File: src/rtl/dense_layer_folded_if.sv
// Frame-level handshake bundle for the folded dense layer: input vector in,
// result vector out, each with its own valid/ready pair.
interface dense_layer_folded_if #(
  parameter int WIDTH       = 16,
  parameter int INPUT_SIZE  = 16,
  parameter int OUTPUT_SIZE = 64
);
  logic                                 in_valid;
  logic                                 in_ready;
  logic [INPUT_SIZE-1:0][WIDTH-1:0]     in_data;
  logic                                 out_valid;
  logic                                 out_ready;
  logic [OUTPUT_SIZE-1:0][WIDTH-1:0]    out_data;

  modport master (
    output in_valid, in_data, out_ready,
    input  in_ready, out_valid, out_data
  );

  modport slave (
    input  in_valid, in_data, out_ready,
    output in_ready, out_valid, out_data
  );
endinterface

File: src/rtl/dense_layer_folded.sv
// Time-multiplexed fully-connected layer y = act(W*x + b): PAR MAC lanes are
// reused across OUTPUT_SIZE/PAR output groups, one input element per cycle.
module dense_mac_lane #(
  parameter int WIDTH = 16,
  parameter int NFRAC = 10,
  parameter int AW    = 37,
  parameter int RELU  = 1
) (
  input  logic                    clk,
  input  logic                    reset,
  input  logic                    load,
  input  logic                    mac_en,
  input  logic signed [WIDTH-1:0] bias,
  input  logic signed [WIDTH-1:0] weight,
  input  logic signed [WIDTH-1:0] x,
  output logic        [WIDTH-1:0] result
);
  localparam logic signed [AW-1:0] SAT_MAX = {{(AW-WIDTH+1){1'b0}}, {(WIDTH-1){1'b1}}};
  localparam logic signed [AW-1:0] SAT_MIN = {{(AW-WIDTH+1){1'b1}}, {(WIDTH-1){1'b0}}};

  logic signed [2*WIDTH-1:0] prod;
  logic signed [AW-1:0]      acc, prod_ext, bias_ext, sh;

  assign prod     = weight * x;
  assign prod_ext = {{(AW-2*WIDTH){prod[2*WIDTH-1]}}, prod};
  assign bias_ext = {{(AW-WIDTH){bias[WIDTH-1]}}, bias} << NFRAC;
  assign sh       = acc >>> NFRAC;

  always_ff @(posedge clk) begin
    if (!reset)      acc <= '0;
    else if (load)   acc <= bias_ext;
    else if (mac_en) acc <= acc + prod_ext;
  end

  always_comb begin
    if (sh > SAT_MAX)      result = {1'b0, {(WIDTH-1){1'b1}}};
    else if (sh < SAT_MIN) result = {1'b1, {(WIDTH-1){1'b0}}};
    else                   result = sh[WIDTH-1:0];
    if (RELU != 0 && result[WIDTH-1]) result = '0;
  end
endmodule

module dense_layer_folded #(
  parameter int WIDTH       = 16,
  parameter int NFRAC       = 10,
  parameter int INPUT_SIZE  = 16,
  parameter int OUTPUT_SIZE = 64,
  parameter int PAR         = 8,
  parameter int RELU        = 1,
  parameter logic signed [WIDTH-1:0] WEIGHTS [OUTPUT_SIZE][INPUT_SIZE] = '{default: '0},
  parameter logic signed [WIDTH-1:0] BIAS    [OUTPUT_SIZE]             = '{default: '0}
) (
  input  logic                 clk,
  input  logic                 reset,
  dense_layer_folded_if.slave  bus,
  output logic [15:0]          frame_count
);
  localparam int NGROUPS = OUTPUT_SIZE / PAR;
  localparam int GW      = (NGROUPS > 1) ? $clog2(NGROUPS) : 1;
  localparam int IW      = $clog2(INPUT_SIZE + 1);
  localparam int AW      = 2*WIDTH + $clog2(INPUT_SIZE) + 1;

  if (PAR < 1 || PAR > OUTPUT_SIZE || (OUTPUT_SIZE % PAR) != 0) begin : g_bad_par
    $error("dense_layer_folded: OUTPUT_SIZE must be a multiple of PAR");
  end

  typedef enum logic [1:0] {IDLE, COMPUTE, DONE} state_t;
  state_t state, state_nxt;

  logic [GW-1:0]                     g, pre_g;
  logic [IW-1:0]                     i;
  logic                              in_ready_q, out_valid_q;
  logic [INPUT_SIZE-1:0][WIDTH-1:0]  x_q;
  logic signed [WIDTH-1:0]           x_sel;
  logic [OUTPUT_SIZE-1:0][WIDTH-1:0] out_q;
  logic [PAR-1:0][WIDTH-1:0]         lane_res;
  logic [15:0]                       frame_cnt;
  logic accept, handoff, mac_en, wb, last_wb, load;

  // in_ready in DONE follows out_ready so a waiting frame enters on the handoff edge.
  assign bus.in_ready  = in_ready_q | (out_valid_q & bus.out_ready);
  assign bus.out_valid = out_valid_q;
  assign bus.out_data  = out_q;
  assign frame_count   = frame_cnt;

  assign accept  = bus.in_valid & bus.in_ready;
  assign handoff = out_valid_q & bus.out_ready;
  assign mac_en  = (state == COMPUTE) && (i != IW'(INPUT_SIZE));
  assign wb      = (state == COMPUTE) && (i == IW'(INPUT_SIZE));
  assign last_wb = wb && (g == GW'(NGROUPS-1));
  assign load    = accept | (wb & ~last_wb);
  assign pre_g   = accept ? '0 : g + 1'b1;

  always_comb begin
    state_nxt = state;
    case (state)
      IDLE:    if (accept) state_nxt = COMPUTE;
      COMPUTE: if (last_wb) state_nxt = DONE;
      DONE:    if (bus.out_ready) state_nxt = bus.in_valid ? COMPUTE : IDLE;
      default: state_nxt = IDLE;
    endcase
  end

  always_comb begin
    x_sel = '0;
    for (int ii = 0; ii < INPUT_SIZE; ii++)
      if (i == IW'(ii)) x_sel = x_q[ii];
  end

  for (genvar p = 0; p < PAR; p++) begin : g_lane
    logic signed [WIDTH-1:0] w_sel, b_sel;

    // Constant weight/bias ROMs addressed by (group, element).
    always_comb begin
      w_sel = '0;
      for (int gg = 0; gg < NGROUPS; gg++)
        for (int ii = 0; ii < INPUT_SIZE; ii++)
          if (g == GW'(gg) && i == IW'(ii)) w_sel = WEIGHTS[gg*PAR+p][ii];
    end

    always_comb begin
      b_sel = '0;
      for (int gg = 0; gg < NGROUPS; gg++)
        if (pre_g == GW'(gg)) b_sel = BIAS[gg*PAR+p];
    end

    dense_mac_lane #(
      .WIDTH(WIDTH), .NFRAC(NFRAC), .AW(AW), .RELU(RELU)
    ) u_lane (
      .clk    (clk),
      .reset  (reset),
      .load   (load),
      .mac_en (mac_en),
      .bias   (b_sel),
      .weight (w_sel),
      .x      (x_sel),
      .result (lane_res[p])
    );
  end

  always_ff @(posedge clk) begin
    if (!reset) begin
      state       <= IDLE;
      g           <= '0;
      i           <= '0;
      in_ready_q  <= 1'b0;
      out_valid_q <= 1'b0;
      x_q         <= '0;
      out_q       <= '0;
      frame_cnt   <= '0;
    end else begin
      state       <= state_nxt;
      in_ready_q  <= (state_nxt == IDLE);
      out_valid_q <= (state_nxt == DONE);
      if (accept) begin
        x_q <= bus.in_data;
        g   <= '0;
        i   <= '0;
      end else if (wb) begin
        i <= '0;
        g <= last_wb ? '0 : g + 1'b1;
      end else if (mac_en) begin
        i <= i + 1'b1;
      end
      if (handoff) frame_cnt <= frame_cnt + 1'b1;
      for (int gg = 0; gg < NGROUPS; gg++)
        for (int p = 0; p < PAR; p++)
          if (wb && g == GW'(gg)) out_q[gg*PAR+p] <= lane_res[p];
    end
  end
endmodule

File: src/flat_wrapper.sv
// flat-port wrapper written by rule: the top's interface ports become plain ports
module dense_layer_folded_flat 
#(
  parameter int WIDTH       = 16,
  parameter int NFRAC       = 10,
  parameter int INPUT_SIZE  = 16,
  parameter int OUTPUT_SIZE = 64,
  parameter int PAR         = 8,
  parameter int RELU        = 1,
  parameter logic signed [WIDTH-1:0] WEIGHTS [OUTPUT_SIZE][INPUT_SIZE] = '{default: '0},
  parameter logic signed [WIDTH-1:0] BIAS    [OUTPUT_SIZE]             = '{default: '0}
)
  (clk, reset, frame_count, bus_in_valid, bus_in_data, bus_out_ready, bus_in_ready, bus_out_valid, bus_out_data);
  dense_layer_folded_if #(.WIDTH(WIDTH), .INPUT_SIZE(INPUT_SIZE), .OUTPUT_SIZE(OUTPUT_SIZE)) bus_i ();
  input  logic clk;
  input  logic reset;
  output logic [15:0] frame_count;
  input wire logic [$bits(bus_i.in_valid)-1:0] bus_in_valid;
  input wire logic [$bits(bus_i.in_data)-1:0] bus_in_data;
  input wire logic [$bits(bus_i.out_ready)-1:0] bus_out_ready;
  output wire logic [$bits(bus_i.in_ready)-1:0] bus_in_ready;
  output wire logic [$bits(bus_i.out_valid)-1:0] bus_out_valid;
  output wire logic [$bits(bus_i.out_data)-1:0] bus_out_data;
  assign bus_i.in_valid = bus_in_valid;
  assign bus_i.in_data = bus_in_data;
  assign bus_i.out_ready = bus_out_ready;
  assign bus_in_ready = bus_i.in_ready;
  assign bus_out_valid = bus_i.out_valid;
  assign bus_out_data = bus_i.out_data;
  dense_layer_folded #(.WIDTH(WIDTH), .NFRAC(NFRAC), .INPUT_SIZE(INPUT_SIZE), .OUTPUT_SIZE(OUTPUT_SIZE), .PAR(PAR), .RELU(RELU), .WEIGHTS(WEIGHTS), .BIAS(BIAS)) u_core (.clk(clk), .reset(reset), .bus(bus_i), .frame_count(frame_count));
endmodule
File: config.mk
export PLATFORM = sky130hd
export DESIGN_NAME = dense_layer_folded_flat
export DESIGN_NICKNAME = d
export VERILOG_FILES = /design/src/rtl/dense_layer_folded_if.sv /design/src/rtl/dense_layer_folded.sv /design/src/flat_wrapper.sv
export SDC_FILE = /design/constraint.sdc
export NUM_CORES = 1
export LEC_CHECK = 0
export CORE_AREA = 2 2 506 508
export CTS_BUF_LIST = sky130_fd_sc_hd__clkbuf_2
export CTS_CLUSTER_SIZE = 28
export DETAILED_ROUTE_END_ITERATION = 10
export DIE_AREA = 0 0 508 510
export PLACE_DENSITY = 0.3
export SYNTH_ARGS = -nofsm -noshare
export SYNTH_HDL_FRONTEND = slang
export SYNTH_SLANG_ARGS = --single-unit
File: constraint.sdc
create_clock -name clk -period 2.16 [get_ports clk]
set_input_delay 0.216 -clock clk [delete_from_list [all_inputs] [get_ports clk]]
set_output_delay 0.216 -clock clk [all_outputs]
set_load 0.02 [all_outputs]
### After elaboration in Yosys (flattened, before gate mapping)

Index checks and enable logic that the tools add are counted.

* add/subtract/negate cells: 3
* equality and inequality tests: 6
* mux-type cells: 6
* bitwise logic cells: 4
* reduce and logical (&&, ||, !) cells: 7

Operator list (number)
* $add 16x1->16 const B: 1
* $mux 2: 3
* $pmux 2 s3: 1
* $add 5x1->5 const B: 1
* $eq 5x5->1 const B: 1
* $ne 5x5->1 const B: 1
* $eq 2x2->1 const B: 2
* $logic_not 2->1: 2
* $add 3x1->3 const B: 1
* $eq 3x3->1 const B: 1
* $logic_and 1x1->1: 3
* $mux 3: 1
* $reduce_or 3->1: 1
* $and 1x1->1: 2
* $eq 2x1->1 const B: 1
* $reduce_or 2->1: 1
* $mux 1: 1
* $not 1->1: 1
* $or 1x1->1: 1

* register bits: 28
* bits of input ports: 260
* output and inout port bits: 1042
* word-level logic and storage cells: 32

### Depth between registers and ports, before layout

Gate-level depths: netlist (run 1).

* depth in word-level cells: 6
* gate-level depth with buffers: 6
* depth with buffers taken out: 6

### Cells and area by module

Synthesis (run 1) repeated with hierarchy kept, for this count alone.

* cells, all modules: 17962
* area, all modules: 155595.5 µm²

Modules (own cells, without submodules)
* dense_mac_lane (u_core.g_lane[2].u_lane ...): instances 4, cells each 1448, area each 13275.2 µm², sequential area each 740.7 µm²
* dense_layer_folded: instances 1, cells each 6336, area each 49015.8 µm², sequential area each 26185.1 µm²
* dense_mac_lane (u_core.g_lane[0].u_lane): instances 1, cells each 1476, area each 13467.9 µm², sequential area each 740.7 µm²
* dense_mac_lane (u_core.g_lane[7].u_lane): instances 1, cells each 1463, area each 13380.3 µm², sequential area each 740.7 µm²
* dense_mac_lane (u_core.g_lane[6].u_lane): instances 1, cells each 1452, area each 13329.0 µm², sequential area each 740.7 µm²
* dense_mac_lane (u_core.g_lane[1].u_lane): instances 1, cells each 1443, area each 13301.5 µm², sequential area each 740.7 µm²

### Worst setup path before layout (run 1)

No wires, ideal clock.

* path kind: reg2reg
* from: reg u_core.frame_cnt[3], in the netlist u_core.frame_count[3]
* to: reg u_core.frame_cnt[11], in the netlist u_core.frame_count[11]
* library setup time: 0.059 ns
* arrival time: 1.649 ns
* data required time: 2.101 ns
* path slack: 0.452 ns
* stages on the path, launching flop included: 6
* path buffers: 1
* period minus slack after synthesis: 1.708 ns
* cells stage by stage: dfxtp_1 nand4_1 or3_1 buf_2 or4_1 nand2_1

* longest elaborated chain between the ends: 1

RTL lines
* start, declared: line dense_layer_folded.sv:77 `logic [15:0] frame_cnt;`
* start signal, assigned: line dense_layer_folded.sv:165 `if (handoff) frame_cnt <= frame_cnt + 1'b1;`
* $add 16x1->16: line dense_layer_folded.sv:165

Every way passes these cells.
A chain may end at the register's enable or synchronous reset.

### Final worst setup path (run 1)

* from: reg u_core.out_valid_q, in the netlist u_core.bus.out_valid
* to: out bus_out_valid

RTL lines
* start, declared: line dense_layer_folded.sv:72 `logic in_ready_q, out_valid_q;`
* start signal, assigned: line dense_layer_folded.sv:154 `out_valid_q <= (state_nxt == DONE);`
* end, declared: line flat_wrapper.sv:22 `output wire logic [$bits(bus_i.out_valid)-1:0] bus_out_valid;`

No word-level cell between the ends.

==> results.py, run 1 <==
metrics = {
    "run_status": {
        "outcome": "finished, final reports clean",
    },
    "worst_setup_path": {
        "r2r-end": "u_core.frame_count[15]$_SDFFE_PN0P_",
        "r2r_slack_ns": 0.27,
        "r2r_cells": 4,
        "crit_fanout": 6,
        "worstSetupEndpointType": "primary output",
        "crit_type": "reg -> out",
        "required_ns": 1.94,
        "reg2reg_from": "u_core.frame_count[2]$_SDFFE_PN0P_",
        "cp-start-kind": "register",
        "critPathArrivalTime_ns": 1.76,
    },
    "clock_network": {
        "clock_latency_ns": 0.39,
        "cts_sinks": 28,
        "cts_tree": "done",
        "cts_buffer_depth": 2,
        "clk_pin_slew_worst_paths_ns": 0.32,
        "htree_levels": 1,
        "cts-resized-gates": 0,
        "postCtsHoldBufs": 0,
        "cts_buffers": 3,
        "clockRootBuffer": "clkbuf_2",
        "postCtsSetupBuffers": 0,
    },
    "timing": {
        "clock_skew_ns": 0.0259,
        "post-route-period-util_pct": 91.5,
        "max_freq_mhz": 506,
        "finalHoldViolations": 0,
        "setup_viol_count_final": 0,
        "fin_tns_setup_ns": 0,
        "period_minus_slack_ns": 1.98,
        "rsz0062_at_grt": "false",
        "report.final.slew_viol_count": 0,
    },
    "min_path": {
        "worstHoldEndpoint": "u_core.g[2]$_SDFFE_PP0P_",
        "min-delay-start": "u_core.g[2]$_SDFFE_PP0P_",
        "hp-class": "reg -> reg",
        "hold_depth": 2,
    },
    "global_routing": {
        "antenna_found_initial": 1,
        "groute.usage.overall_pct": 0.515,
        "grt_pass1_vias": 1716,
        "grt.overflow.total": 0,
        "grt_max_degree": 17,
        "grt_pass1_wl_um": 10600,
    },
    "logic_synthesis": {
        "synth_edf_count": 0,
        "yosysWarnings": 0,
        "synth_cells": 1170,
        "ys_ff_latch": 28,
        "synth.avg_cell_area_um2": 7.67,
        "synth.cell_area_um2": 8970,
        "synth-main-ff-cell": "dfxtp_1",
        "ys_types": 33,
        "ys_async_sr_fraction_pct": 0,
        "yosysSeqAreaShare_pct": 6.25,
    },
    "drt": {
        "final_antenna_net_count": 0,
        "dr_total_vias": 3864,
        "dr.pass1.iters": 4,
        "drtIter0Drc": 14,
        "drc": 0,
        "wl_per_cell_um": 2.29,
        "routed_wl_um": 10400,
        "viasPerCell": 0.846,
    },
    "floorplanning": {
        "die-area_um2": 259000,
        "core_area_um2": 253000,
        "die_w_um": 508,
        "num_rows": 185,
        "die_h_um": 510,
        "start_util_pct": 3.54,
        "io_pins": 1302,
    },
    "layout": {
        "num_antenna_cells": 0,
        "nets": 1468,
        "fin_util_pct": 3.82,
        "design_area_um2": 9670,
        "finalNonFillerCells": 4568,
        "drive_gt1_share_pct": 1.50,
        "fillers": 30300,
        "syn_to_final_growth_pct": 7.79,
        "layout_common_cells": "1024 x conb_1, 28 x dfxtp_1, 20 x clkdlybuf4s50_1, 18 x nor2_1",
        "layout_commonest_cell": "conb_1",
    },
    "placement": {
        "dpl.hpwl_um": 9730,
        "routabilityCongestion": 0.584,
        "port_buffers": 21,
        "postPlaceCellArea_um2": 9630,
        "dp.cells": 4564,
    },
    "power": {
        "ir_worst_vdd_uv": 185,
        "p_leak_nw": 3.94,
        "power_density_nw_per_um2": 261,
    },
    "job": {
        "cap_violations": 0,
    },
}
-- sequential cells by signal (all words and copies together) (netlist names) --
signal,flops
u_core.state,2
u_core.in_ready_q,1
u_core.bus.out_valid,1
u_core.frame_count,16
u_core.g,3
u_core.i,5
-- routing by layer --
layer | wire length (µm) | vias to the layer above | track usage, %
li1 | - | 1604 | -
met1 | 2440 | 1562 | 0.468
met2 | 5790 | 694 | 1.16
met3 | 2190 | 4 | 0.0868
met4 | 23 | 0 | 0.0622
met5 | 0 | - | 0
-- where the power goes --
group / switching (mW) / internal (mW)
sequential: 0.00532 / 0.525
combinational: 1.63 / 0.0301
clock: 0.179 / 0.159
-- through the flow --
step                      setup slack (ns)  hold slack, ns  power (mW)
after floorplan                      0.452           0.334        3.53
after global placement               0.134           0.456        2.15
after detailed placement             0.141           0.455        2.14
after CTS                           0.0621           0.453        2.50
after global routing                0.0507           0.454        2.69
final                                0.185           0.476        2.52
-- worst max path at each step --
stage | slack (ns) | cells after the start | start | endpoint
5_1_grt | 0.05 | 2 | u_core.bus.out_valid$_SDFF_PN0_ | bus_out_valid
3_5_place_dp | 0.14 | 5 | bus_out_ready | u_core.frame_count[15]$_SDFFE_PN0P_
6_report | 0.18 | 2 | u_core.bus.out_valid$_SDFF_PN0_ | bus_out_valid
2_1_floorplan | 0.45 | 5 | u_core.frame_count[3]$_SDFFE_PN0P_ | u_core.frame_count[11]$_SDFFE_PN0P_
4_1_cts | 0.06 | 2 | u_core.bus.out_valid$_SDFF_PN0_ | bus_out_valid
3_3_place_gp | 0.13 | 5 | bus_out_ready | u_core.frame_count[15]$_SDFFE_PN0P_
-- layout make-up --
type,count,area [µm²],area share (%)
Inverter,4,15.0,0.155
Clock inverter,1,30.0,0.310
Clock buffer,3,15.0,0.155
Sequential cell,28,561,5.79
Timing Repair Buffer,32,303,3.13
Tap cell,3366,4210,43.5
Multi-Input combinational cell,1134,4540,46.9
-- worst max-delay path, stage by stage (launching register included) --
cell and delay (ns):
dfxtp_1 0.43, buf_4 0.17, clkdlybuf4s50_1 0.76
-- cells in the mapped netlist (all sizes together) (4+ instances only) --
| cell | count | share of area (%) |
|---|---|---|
| buf | 1025 | 86 |
| xnor2 | 4 | 0.39 |
| nand2b | 6 | 0.42 |
| xor2 | 10 | 0.98 |
| dfxtp | 28 | 6.2 |
| o21ai | 4 | 0.22 |
| nand4 | 7 | 0.49 |
| nand2 | 12 | 0.53 |
| or3 | 6 | 0.42 |
| nor2 | 18 | 0.75 |
| ha | 5 | 0.70 |
| a21oi | 10 | 0.56 |
| nand3 | 7 | 0.39 |
-- cells by family (layout without fill, tap and decap cells) --
family	after synthesis	after routing	synth area share (%)
xor+xnor	14	14	1.37
simple gates	69	69	4.14
mux	2	2	0.223
other cells	1	1024	0.0418
flops	28	28	6.25
buf+inv	1031	40	86.0
fa+ha+maj	5	5	0.697
compound gates	20	20	1.31
No activity file was read; power rests on OpenSTA's default activity.
==> run 2: changes to the inputs <==
==> constraint.sdc (replaced) <==
create_clock -name clk -period 2.16 [get_ports clk]
set_input_delay 0.432 -clock clk [delete_from_list [all_inputs] [get_ports clk]]
set_output_delay 0.432 -clock clk [all_outputs]
set_load 0.02 [all_outputs]
==> run 2 against run 1 <==
  * Hold slack lost 0.0045 ns
  * First-iteration DRC count grew to 3.1 times the previous value
  * Combinational power is essentially flat
  * Maximum frequency shrank 2.6%
  * Worst setup slack lost 0.052 ns
  * Critical path depth shrank 1
  * Global-route usage is essentially flat
  * Final cell count is essentially flat
  * Clock power shrank 1%
  * Final area grew 0.23%
  * Sequential cell count is the same
  * Non-clock buffer count grew 2
  * Critical endpoint is now frame_count[10]
  * Largest power group unchanged
  * Highest routed layer unchanged
==> results.py, run 2 (synthesis gave the netlist of run 1 again) <==
metrics = {
    "run_status": {
        "outcome": "finished, final reports clean",
    },
    "floorplanning": {
        "start_util_pct": 3.54,
        "core_area_um2": 253000,
        "die_w_um": 508,
        "die_h_um": 510,
        "num_rows": 185,
        "die-area_um2": 259000,
        "io_pins": 1302,
    },
    "layout": {
        "largest_reg_flops": 16,
        "drive_gt1_share_pct": 1.83,
        "layout_common_cells": "1024 x conb_1, 26 x dfxtp_1, 18 x nor2_1, 18 x clkdlybuf4s50_1, 13 x buf_4",
        "layout_commonest_cell": "conb_1",
        "nets": 1470,
        "design_area_um2": 9700,
        "num_antenna_cells": 0,
        "finalNonFillerCells": 4570,
        "syn_to_final_growth_pct": 8.05,
        "fin_util_pct": 3.83,
    },
    "worst_setup_path": {
        "slowest_stage": "clkdlybuf4s50_1",
        "worstPathCellList": "clkdlybuf4s50_1",
        "slowest_delay_ns": 0.77,
        "r2r_slack_ns": 0.33,
        "crit_cells": 1,
        "worstSetupEndpointType": "primary output",
        "crit_family": "buffers and inverters",
        "cp-start-kind": "register",
        "critPathArrivalTime_ns": 1.60,
        "required_ns": 1.73,
        "path_buf_inv": 1,
        "r2r_cells": 4,
        "crit_fanout": 4,
        "crit_type": "reg -> out",
    },
    "timing": {
        "hold-worst-slack_ns": 0.471,
        "report.final.slew_viol_count": 0,
        "clock_skew_ns": 0.0458,
        "setup_viol_count_final": 0,
        "period_minus_slack_ns": 2.03,
        "post-route-period-util_pct": 93.9,
        "max_freq_mhz": 493,
        "rsz0062_at_grt": "false",
        "finalHoldViolations": 0,
    },
    "drt": {
        "final_antenna_net_count": 0,
        "dr_total_vias": 3854,
        "routed_wl_um": 10400,
        "dr.pass1.iters": 4,
        "viasPerCell": 0.843,
        "drtIter0Drc": 43,
        "drc": 0,
        "wl_per_cell_um": 2.28,
    },
    "placement": {
        "postPlaceCellArea_um2": 9640,
        "dpl.hpwl_um": 9800,
        "dp.cells": 4566,
        "routabilityCongestion": 0.585,
        "port_buffers": 21,
    },
    "power": {
        "power_density_nw_per_um2": 260,
        "ir_worst_vdd_uv": 267,
        "finalPower_mw": 2.52,
        "p_leak_nw": 3.99,
    },
    "min_path": {
        "hold_depth": 2,
        "hp-class": "reg -> reg",
    },
    "clock_network": {
        "postCtsSetupBuffers": 0,
        "postCtsHoldBufs": 0,
        "clk_pin_slew_worst_paths_ns": 0.33,
        "cts_sinks": 28,
        "htree_levels": 1,
        "cts_buffers": 3,
        "cts_tree": "done",
        "clock_latency_ns": 0.40,
        "clockRootBuffer": "clkbuf_2",
        "cts_buffer_depth": 2,
    },
    "global_routing": {
        "groute.usage.overall_pct": 0.517,
        "antenna_found_initial": 1,
        "grt_pass1_wl_um": 10600,
        "grt_pass1_vias": 1724,
        "grt.overflow.total": 0,
        "grt_max_degree": 17,
    },
    "job": {
        "cap_violations": 0,
    },
}
## run 2: cell types whose count changed in the layout (fill, tap and decap cells not counted), sizes merged
cell,previous run,this run
buf,12,14
clkdlybuf4s50,20,18
dlymetal6s2s,0,2
## run 2: repair_timing
action	CTS	global route
setup endpoints to repair	2	2
gates cloned	0	0
gates resized for setup	2	2
## run 2: metal layers
| metal | track usage [%] | vias up | wire, µm |
|---|---|---|---|
| met5 | 0 | - | 0 |
| met4 | 0.0622 | 0 | 10 |
| met3 | 0.0868 | 2 | 2200 |
| met2 | 1.16 | 692 | 5790 |
| met1 | 0.471 | 1558 | 2410 |
| li1 | - | 1602 | - |
## run 2: cell type report
type / count / area, µm²
fill: 30300 / 244000
multi-input combinational: 1134 / 4540
tap: 3366 / 4210
sequential: 28 / 563
timing repair buffer: 34 / 323
clock inverter: 1 / 30.0
clock buffer: 3 / 15.0
inverter: 4 / 15.0
## run 2: path summary, 6_finish.rpt
| kind | from | endpoint |
|---|---|---|
| worst min-delay path | u_core.g[2]$_SDFFE_PP0P_ | u_core.g[2]$_SDFFE_PP0P_ |
| worst max register to register | u_core.frame_count[0]$_SDFFE_PN0P_ | u_core.frame_count[11]$_SDFFE_PN0P_ |
| worst max-delay path | u_core.frame_count[10]$_SDFFE_PN0P_ | frame_count[10] |
| worst min register to register | u_core.g[2]$_SDFFE_PP0P_ | u_core.g[2]$_SDFFE_PP0P_ |
## run 2: power by group
group / total, mW / switching (mW) / leakage (nW) / internal [mW]
sequential: 0.530 / 0.00525 / 0.227 / 0.525
combinational: 1.66 / 1.63 / 3.73 / 0.0328
clock: 0.333 / 0.174 / 0.0266 / 0.159
total: 2.52 / 1.81 / 3.99 / 0.717
## run 2: per-stage QoR
step | worst slack (ns) | setup TNS, ns
after global placement | -0.160 | -0.346
after detailed placement | -0.167 | -0.374
final | 0.133 | 0
after floorplan | 0.452 | 0
after CTS | 0.0209 | 0
after global routing | 0.0309 | 0
==> run 3: changes to the inputs <==
CAP_MARGIN = 20   (was unset)
==> results of run 3 <==
No change in the layout: final DEF, timing and power equal those of run 2.
